===== src/rtl/change_dispenser.sv =====
// Pays out change one coin at a time (largest denomination first) and tracks the tube stock.
// 1 cycle from start to coin selection, then 2+ cycles per coin; holds EJECT until coin_ack.
module change_dispenser #(
    parameter int INIT_STOCK = 10,
    parameter int STOCK_W    = 8
) (
    input  logic               clk,
    input  logic               reset,
    input  logic               start,
    input  logic [15:0]        change_amount,
    output logic [1:0]         coin_out,
    output logic               coin_valid,
    input  logic               coin_ack,
    output logic               busy,
    output logic               done,
    output logic               error,
    output logic [15:0]        remaining,
    input  logic               refill,
    input  logic [1:0]         refill_coin,
    output logic [STOCK_W-1:0] stock_500,
    output logic [STOCK_W-1:0] stock_1000,
    output logic [STOCK_W-1:0] stock_2000,
    output logic [STOCK_W-1:0] stock_5000
);

    typedef enum logic [2:0] {
        S_IDLE,
        S_SELECT,
        S_EJECT,
        S_DONE,
        S_FAIL
    } state_t;

    localparam logic [STOCK_W-1:0] STOCK_MAX  = {STOCK_W{1'b1}};
    localparam logic [STOCK_W-1:0] STOCK_INIT = STOCK_W'(INIT_STOCK);

    function automatic logic [15:0] coin_value(input logic [1:0] c);
        case (c)
            2'd0:    return 16'd500;
            2'd1:    return 16'd1000;
            2'd2:    return 16'd2000;
            default: return 16'd5000;
        endcase
    endfunction

    state_t             r_state;
    logic [1:0]         r_coin;
    logic               r_valid;
    logic               r_busy;
    logic               r_done;
    logic               r_error;
    logic [15:0]        r_rem;
    logic [STOCK_W-1:0] r_stock [4];

    logic               w_take;
    logic               w_found;
    logic [1:0]         w_sel;
    logic [3:0]         w_inc;
    logic [3:0]         w_dec;

    assign w_take = (r_state == S_EJECT) && coin_ack;

    // Ascending scan: the last eligible denomination wins, i.e. the largest one.
    always_comb begin
        w_found = 1'b0;
        w_sel   = 2'd0;
        for (int i = 0; i < 4; i++) begin
            if (r_rem >= coin_value(2'(i)) && r_stock[i] != '0) begin
                w_found = 1'b1;
                w_sel   = 2'(i);
            end
        end
    end

    always_comb begin
        w_inc = '0;
        w_dec = '0;
        for (int i = 0; i < 4; i++) begin
            w_inc[i] = refill && (refill_coin == 2'(i));
            w_dec[i] = w_take && (r_coin == 2'(i));
        end
    end

    // A refill and a payout of the same coin in one cycle cancel out.
    always_ff @(posedge clk or negedge reset) begin
        if (!reset) begin
            for (int i = 0; i < 4; i++) r_stock[i] <= STOCK_INIT;
        end else begin
            for (int i = 0; i < 4; i++) begin
                if (w_inc[i] && !w_dec[i] && r_stock[i] != STOCK_MAX)
                    r_stock[i] <= r_stock[i] + 1'b1;
                else if (w_dec[i] && !w_inc[i])
                    r_stock[i] <= r_stock[i] - 1'b1;
            end
        end
    end

    always_ff @(posedge clk or negedge reset) begin
        if (!reset) begin
            r_state <= S_IDLE;
            r_coin  <= 2'd0;
            r_valid <= 1'b0;
            r_busy  <= 1'b0;
            r_done  <= 1'b0;
            r_error <= 1'b0;
            r_rem   <= 16'd0;
        end else begin
            case (r_state)
                S_IDLE: begin
                    if (start) begin
                        r_rem   <= change_amount;
                        r_busy  <= 1'b1;
                        r_state <= S_SELECT;
                    end
                end
                S_SELECT: begin
                    if (r_rem == 16'd0) begin
                        r_done  <= 1'b1;
                        r_busy  <= 1'b0;
                        r_state <= S_DONE;
                    end else if (w_found) begin
                        r_coin  <= w_sel;
                        r_valid <= 1'b1;
                        r_state <= S_EJECT;
                    end else begin
                        r_error <= 1'b1;
                        r_busy  <= 1'b0;
                        r_state <= S_FAIL;
                    end
                end
                S_EJECT: begin
                    if (coin_ack) begin
                        r_valid <= 1'b0;
                        r_rem   <= r_rem - coin_value(r_coin);
                        r_state <= S_SELECT;
                    end
                end
                S_DONE: begin
                    r_done  <= 1'b0;
                    r_state <= S_IDLE;
                end
                S_FAIL: begin
                    r_error <= 1'b0;
                    r_state <= S_IDLE;
                end
                default: r_state <= S_IDLE;
            endcase
        end
    end

    assign coin_out   = r_coin;
    assign coin_valid = r_valid;
    assign busy       = r_busy;
    assign done       = r_done;
    assign error      = r_error;
    assign remaining  = r_rem;
    assign stock_500  = r_stock[0];
    assign stock_1000 = r_stock[1];
    assign stock_2000 = r_stock[2];
    assign stock_5000 = r_stock[3];

endmodule

===== config.mk =====
export PLATFORM = sky130hd
export DESIGN_NAME = change_dispenser
export DESIGN_NICKNAME = d
export VERILOG_FILES = /design/src/rtl/change_dispenser.sv
export SDC_FILE = /design/constraint.sdc
export NUM_CORES = 1
export LEC_CHECK = 0
export ABC_AREA = 1
export BUFFER_PORTS_ARGS = -buffer_cell sky130_fd_sc_hd__buf_2
export CELL_PAD_IN_SITES_DETAIL_PLACEMENT = 0
export CELL_PAD_IN_SITES_GLOBAL_PLACEMENT = 2
export CORE_ASPECT_RATIO = 1.2
export CORE_MARGIN = 8
export CORE_UTILIZATION = 35
export DETAILED_ROUTE_END_ITERATION = 7
export PLACE_DENSITY_LB_ADDON = 0.1
export SETUP_SLACK_MARGIN = 0.15
export SLEW_MARGIN = 20
export SYNTH_ARGS = -nofsm -noshare
export SYNTH_HDL_FRONTEND = slang
export SYNTH_SLANG_ARGS = --single-unit

===== constraint.sdc =====
create_clock -name clk -period 4.8 [get_ports clk]
set_input_delay 0.96 -clock clk [delete_from_list [all_inputs] [get_ports clk]]
set_output_delay 0.96 -clock clk [all_outputs]
set_load 0.01 [all_outputs]

==> results by group <==
Synthesis
  • Yosys synthesis warning count: 0
  • Area fraction in and, or, nand and nor cells after synthesis: 0.324
  • Share of the synthesized area in the top cell type: 0.280
  • Largest family of logic cells by synthesized area: simple AND/OR/NAND/NOR gates
  • Post-synthesis adder-cell area fraction: 0.114
  • Post-synthesis net count: 650
  • Yosys reg bits: 57
  • Leading cell type by number of instances after synthesis: sky130_fd_sc_hd__nand2_1
  • Proportion of synthesized area in mux cells: 0.00515
  • Most common flop cell mapped by yosys: sky130_fd_sc_hd__dfrtp_1
  • Sequential-to-total area share from yosys stat: 0.329
  • Most instantiated cells after synthesis: sky130_fd_sc_hd__nand2_1 (154), sky130_fd_sc_hd__inv_1 (60), sky130_fd_sc_hd__dfrtp_1 (49)
  • Synth Area in Compound Gates: 0.117
  • Post-Syn Area: 4370 sq um
  • Number of instances in the synthesized netlist: 590
  • Cell types with the largest area share after synthesis: sky130_fd_sc_hd__dfrtp_1 (28%), sky130_fd_sc_hd__nand2_1 (13%), sky130_fd_sc_hd__ha_1 (9.2%), sky130_fd_sc_hd__nand3_1 (5.4%), sky130_fd_sc_hd__inv_1 (5.2%)
  • Number of synthesized flops with an enable pin: 0
  • XOR/XNOR Fraction of Synth Area: 0.0441
  • Proportion of synthesized flip-flops having asynchronous set or reset: 1.00
  • Unique masters post-synth: 38
  • Yosys top cell by area: sky130_fd_sc_hd__dfrtp_1
  • Synthesized area divided by synthesized cell count: 7.41 sq um

Floorplanning
  • Width of the die: 118 microns
  • Top Ports: 77
  • Effective utilization at floorplan: 0.359
  • Core Area: 12200 sq um
  • Y dimension of the die: 138 microns
  • Area of the die: 16300 sq um
  • Site Rows: 44

Power
  • Sequential Power Share: 0.271
  • Total power of the final layout: 4100 uW
  • Combinational cell fraction of total power: 0.563
  • Psw: 1990 uW
  • PD cells: 786 nW/um^2
  • VDD IR-drop max: 0.273 mV
  • Internal cell power: 2110 uW
  • Part of the total power dissipated in the clock network: 0.166
  • Cell leakage power: 0.00262 uW
  • Switching part of the total: 0.485

Clock tree
  • Clk pin slew, worst setup/hold paths: 0.05 ns
  • H-tree level count: 3
  • Number of buffers created by CTS: 9
  • Worst-skew pair later-pin latency: 0.33 ns
  • Post CTS Setup Buffer Count: 0
  • TritonCTS clock tree: built
  • CTS Sinks: 57
  • Hold buffer count at cts: 0
  • Post-cts resize count: 0
  • CTS root buf: sky130_fd_sc_hd__clkbuf_16
  • Max Buffers Root-to-Sink: 2

Route
  • Number of detailed-routing iterations run before antenna repair: 4
  • DRC errors left: 0
  • Total wire length after detailed routing: 12.5 mm
  • Drt wl/cell: 15.0 microns
  • Starting DRT DRC Count: 199
  • Vias per cell: 5.01
  • Total vias in the final route: 4187
  • Detail Route Antenna Nets: 0

Setup path
  • Category of the worst setup path launch point: input port
  • Critical path's slowest cell: sky130_fd_sc_hd__nor3_1
  • Crit Path Category: input port to flop
  • Cell occurring most often along the worst timing path: sky130_fd_sc_hd__nand2_1
  • CP bufs+invs: 2
  • CP peak stage delay: 0.44 ns
  • Cell type group with the largest total delay on the critical path: simple AND/OR/NAND/NOR gates
  • Crit end category: flop
  • Signal arrival time at the worst endpoint: 3.13 ns
  • Crit path max fanout: 9
  • Crit-path cells: buf_2, inv_1, nor3_1, o211ai_2, ha_1, a21oi_1, nand2_1, nand4_1, nand3_1, nand2_1, o21ai_1, xnor2_1
  • Worst Path Required: 5.01 ns

Timing
  • Final worst path period need: 2.92 ns
  • Total negative setup slack: 0 ns
  • Final Max Slew Viols: 0
  • Setup Skew: 0.00782 ns
  • Final setup violation count: 0
  • Period utilization: 0.608
  • Fmax achieved: 0.343 GHz
  • Hold Vio Cnt, Final: 0
  • Max-slew headroom at the worst pin: 0.453
  • Unrepaired setup endpoints after global routing: false
  • Worst-margin pin slew: 0.818 ns

Placement
  • GPL Wtd Cong: 0.794
  • Detailed placement HPWL: 9.88 mm
  • Count of buffers from port buffering: 76
  • Number of instances in the placed design: 819

Layout
  • Utilization after layout: 0.428
  • Register area: 1440 sq um
  • Layout overhead on the synthesized area: 19.1%
  • Final net count: 729
  • Area of combinational cells with multiple inputs: 2640 sq um
  • Non-filler cells in the finished layout: 835
  • Fraction of final layout cells with drive strength greater than 1: 0.196
  • N_diodes: 0
  • Number of fill cells: 1269

Status
  • Status: completed

Global route
  • Remaining Overflow, GRT: 0
  • Maximum number of pins on one net before global-route repair: 31
  • First-pass GRT wire length: 21.1 mm
  • Number of antenna violations at the first check in global routing: 0
  • Via count of the first global-routing pass: 4261
  • Global-route total usage across every layer: 0.158

Flow run
  • Max-cap viol count: 0

Hold path
  • Worst hold path type: flop to flop
-- metal layers --
layer	vias up	track usage	share of wire
li1	2131	-	-
met1	1971	0.186	0.45
met2	69	0.272	0.49
met3	16	0.0318	0.032
met4	0	0.0723	0.023
met5	-	0	0
-- final timing paths --
kind | start | to | slack (ns) | depth (start not counted)
max | refill_coin[1] | stock_2000[7] | 1.88 | 12
min | error | error | 0.49 | 2
max reg2reg | r_state[2] | stock_500[5] | 2.18 | 15
min reg2reg | error | error | 0.49 | 2
max in group asynchronous | reset | stock_5000[3] | 3.20 | 2
min in group asynchronous | reset | stock_2000[5] | 0.71 | 1
-- power groups by stage --
stage               Clock, uW  Sequential [uW]  Combinational, uW
finish                    682             1110               2310
global route              720             1170               2650
CTS                       700             1120               2340
detailed placement          0             1120               2330
global placement            0             1120               2300
floorplan                   0             1100               1640
-- placed cells by master, fill, tap and decap left out, types with 3 or more instances in the layout --
cell type	count
sky130_fd_sc_hd__nor2_1	48
sky130_fd_sc_hd__o21ai_1	12
sky130_fd_sc_hd__nand4_1	16
sky130_fd_sc_hd__or2_2	9
sky130_fd_sc_hd__dfstp_2	8
sky130_fd_sc_hd__xor2_1	11
sky130_fd_sc_hd__clkbuf_16	9
sky130_fd_sc_hd__nor3_1	12
sky130_fd_sc_hd__dfrtp_1	49
sky130_fd_sc_hd__nor2_2	7
sky130_fd_sc_hd__o211ai_2	3
sky130_fd_sc_hd__buf_2	76
sky130_fd_sc_hd__nand3b_1	3
sky130_fd_sc_hd__nand3_1	47
sky130_fd_sc_hd__fa_1	5
sky130_fd_sc_hd__o21ai_0	31
sky130_fd_sc_hd__nand2_4	4
sky130_fd_sc_hd__xnor2_1	11
sky130_fd_sc_hd__a21o_1	3
sky130_fd_sc_hd__clkbuf_1	4
sky130_fd_sc_hd__a21oi_1	26
sky130_fd_sc_hd__a31oi_1	5
sky130_fd_sc_hd__o211ai_1	6
sky130_fd_sc_hd__ha_1	32
sky130_fd_sc_hd__nand2_1	154
sky130_fd_sc_hd__inv_2	3
sky130_fd_sc_hd__inv_1	60
-- worst register-to-register path, cell delays in order (launching register included) --
cell and delay, ns:
sky130_fd_sc_hd__dfrtp_1 0.41, sky130_fd_sc_hd__nor2_2 0.18, sky130_fd_sc_hd__nand2_4 0.14, sky130_fd_sc_hd__nor2_8 0.16
sky130_fd_sc_hd__nand2_2 0.09, sky130_fd_sc_hd__nand2_1 0.07, sky130_fd_sc_hd__nor2_1 0.05, sky130_fd_sc_hd__inv_1 0.24
sky130_fd_sc_hd__ha_1 0.34, sky130_fd_sc_hd__a21oi_1 0.14, sky130_fd_sc_hd__nand2_1 0.12, sky130_fd_sc_hd__nand2_1 0.08
sky130_fd_sc_hd__nand2_1 0.06, sky130_fd_sc_hd__a21oi_1 0.17, sky130_fd_sc_hd__xor2_1 0.15, sky130_fd_sc_hd__o21ai_0 0.08
-- metrics by stage --
| step | hold slack [ns] | area, sq um | setup slack, ns |
|---|---|---|---|
| after detailed placement | 0.488 | 4900 | 1.48 |
| final | 0.493 | 5210 | 1.88 |
| after global routing | 0.529 | 5210 | 1.58 |
| after floorplan | 0.497 | 4370 | 2.07 |
| after CTS | 0.507 | 5210 | 1.83 |
| after global placement | 0.481 | 4900 | 1.60 |
-- cells by family (layout without fill, tap and decap cells) --
family,Yosys count,count (layout)
buffers and inverters,72,156
AND/OR/NAND/NOR,310,310
multiplexers,2,2
adder cells (fa/ha/maj),37,37
XOR/XNOR,22,22
flip-flops,57,57
AO/OA/AOI/OAI,90,90
-- final cells by class --
| type | count | area share |
|---|---|---|
| Clock buffer | 13 | 0.0461 |
| Clock inverter | 3 | 0.0125 |
| Timing Repair Buffer | 77 | 0.0745 |
| Tap cell | 161 | 0.0387 |
| Sequential cell | 57 | 0.276 |
| Multi-Input combinational cell | 461 | 0.507 |
| Inverter | 63 | 0.0454 |
-- sequential cells by signal, summed over array words and instances (netlist names) --
signal      cells
busy            1
r_state         3
remaining      16
coin_out        2
done            1
stock_2000      8
stock_5000      8
coin_valid      1
error           1
stock_1000      8
stock_500       8
(Power assumes the default switching activity.)
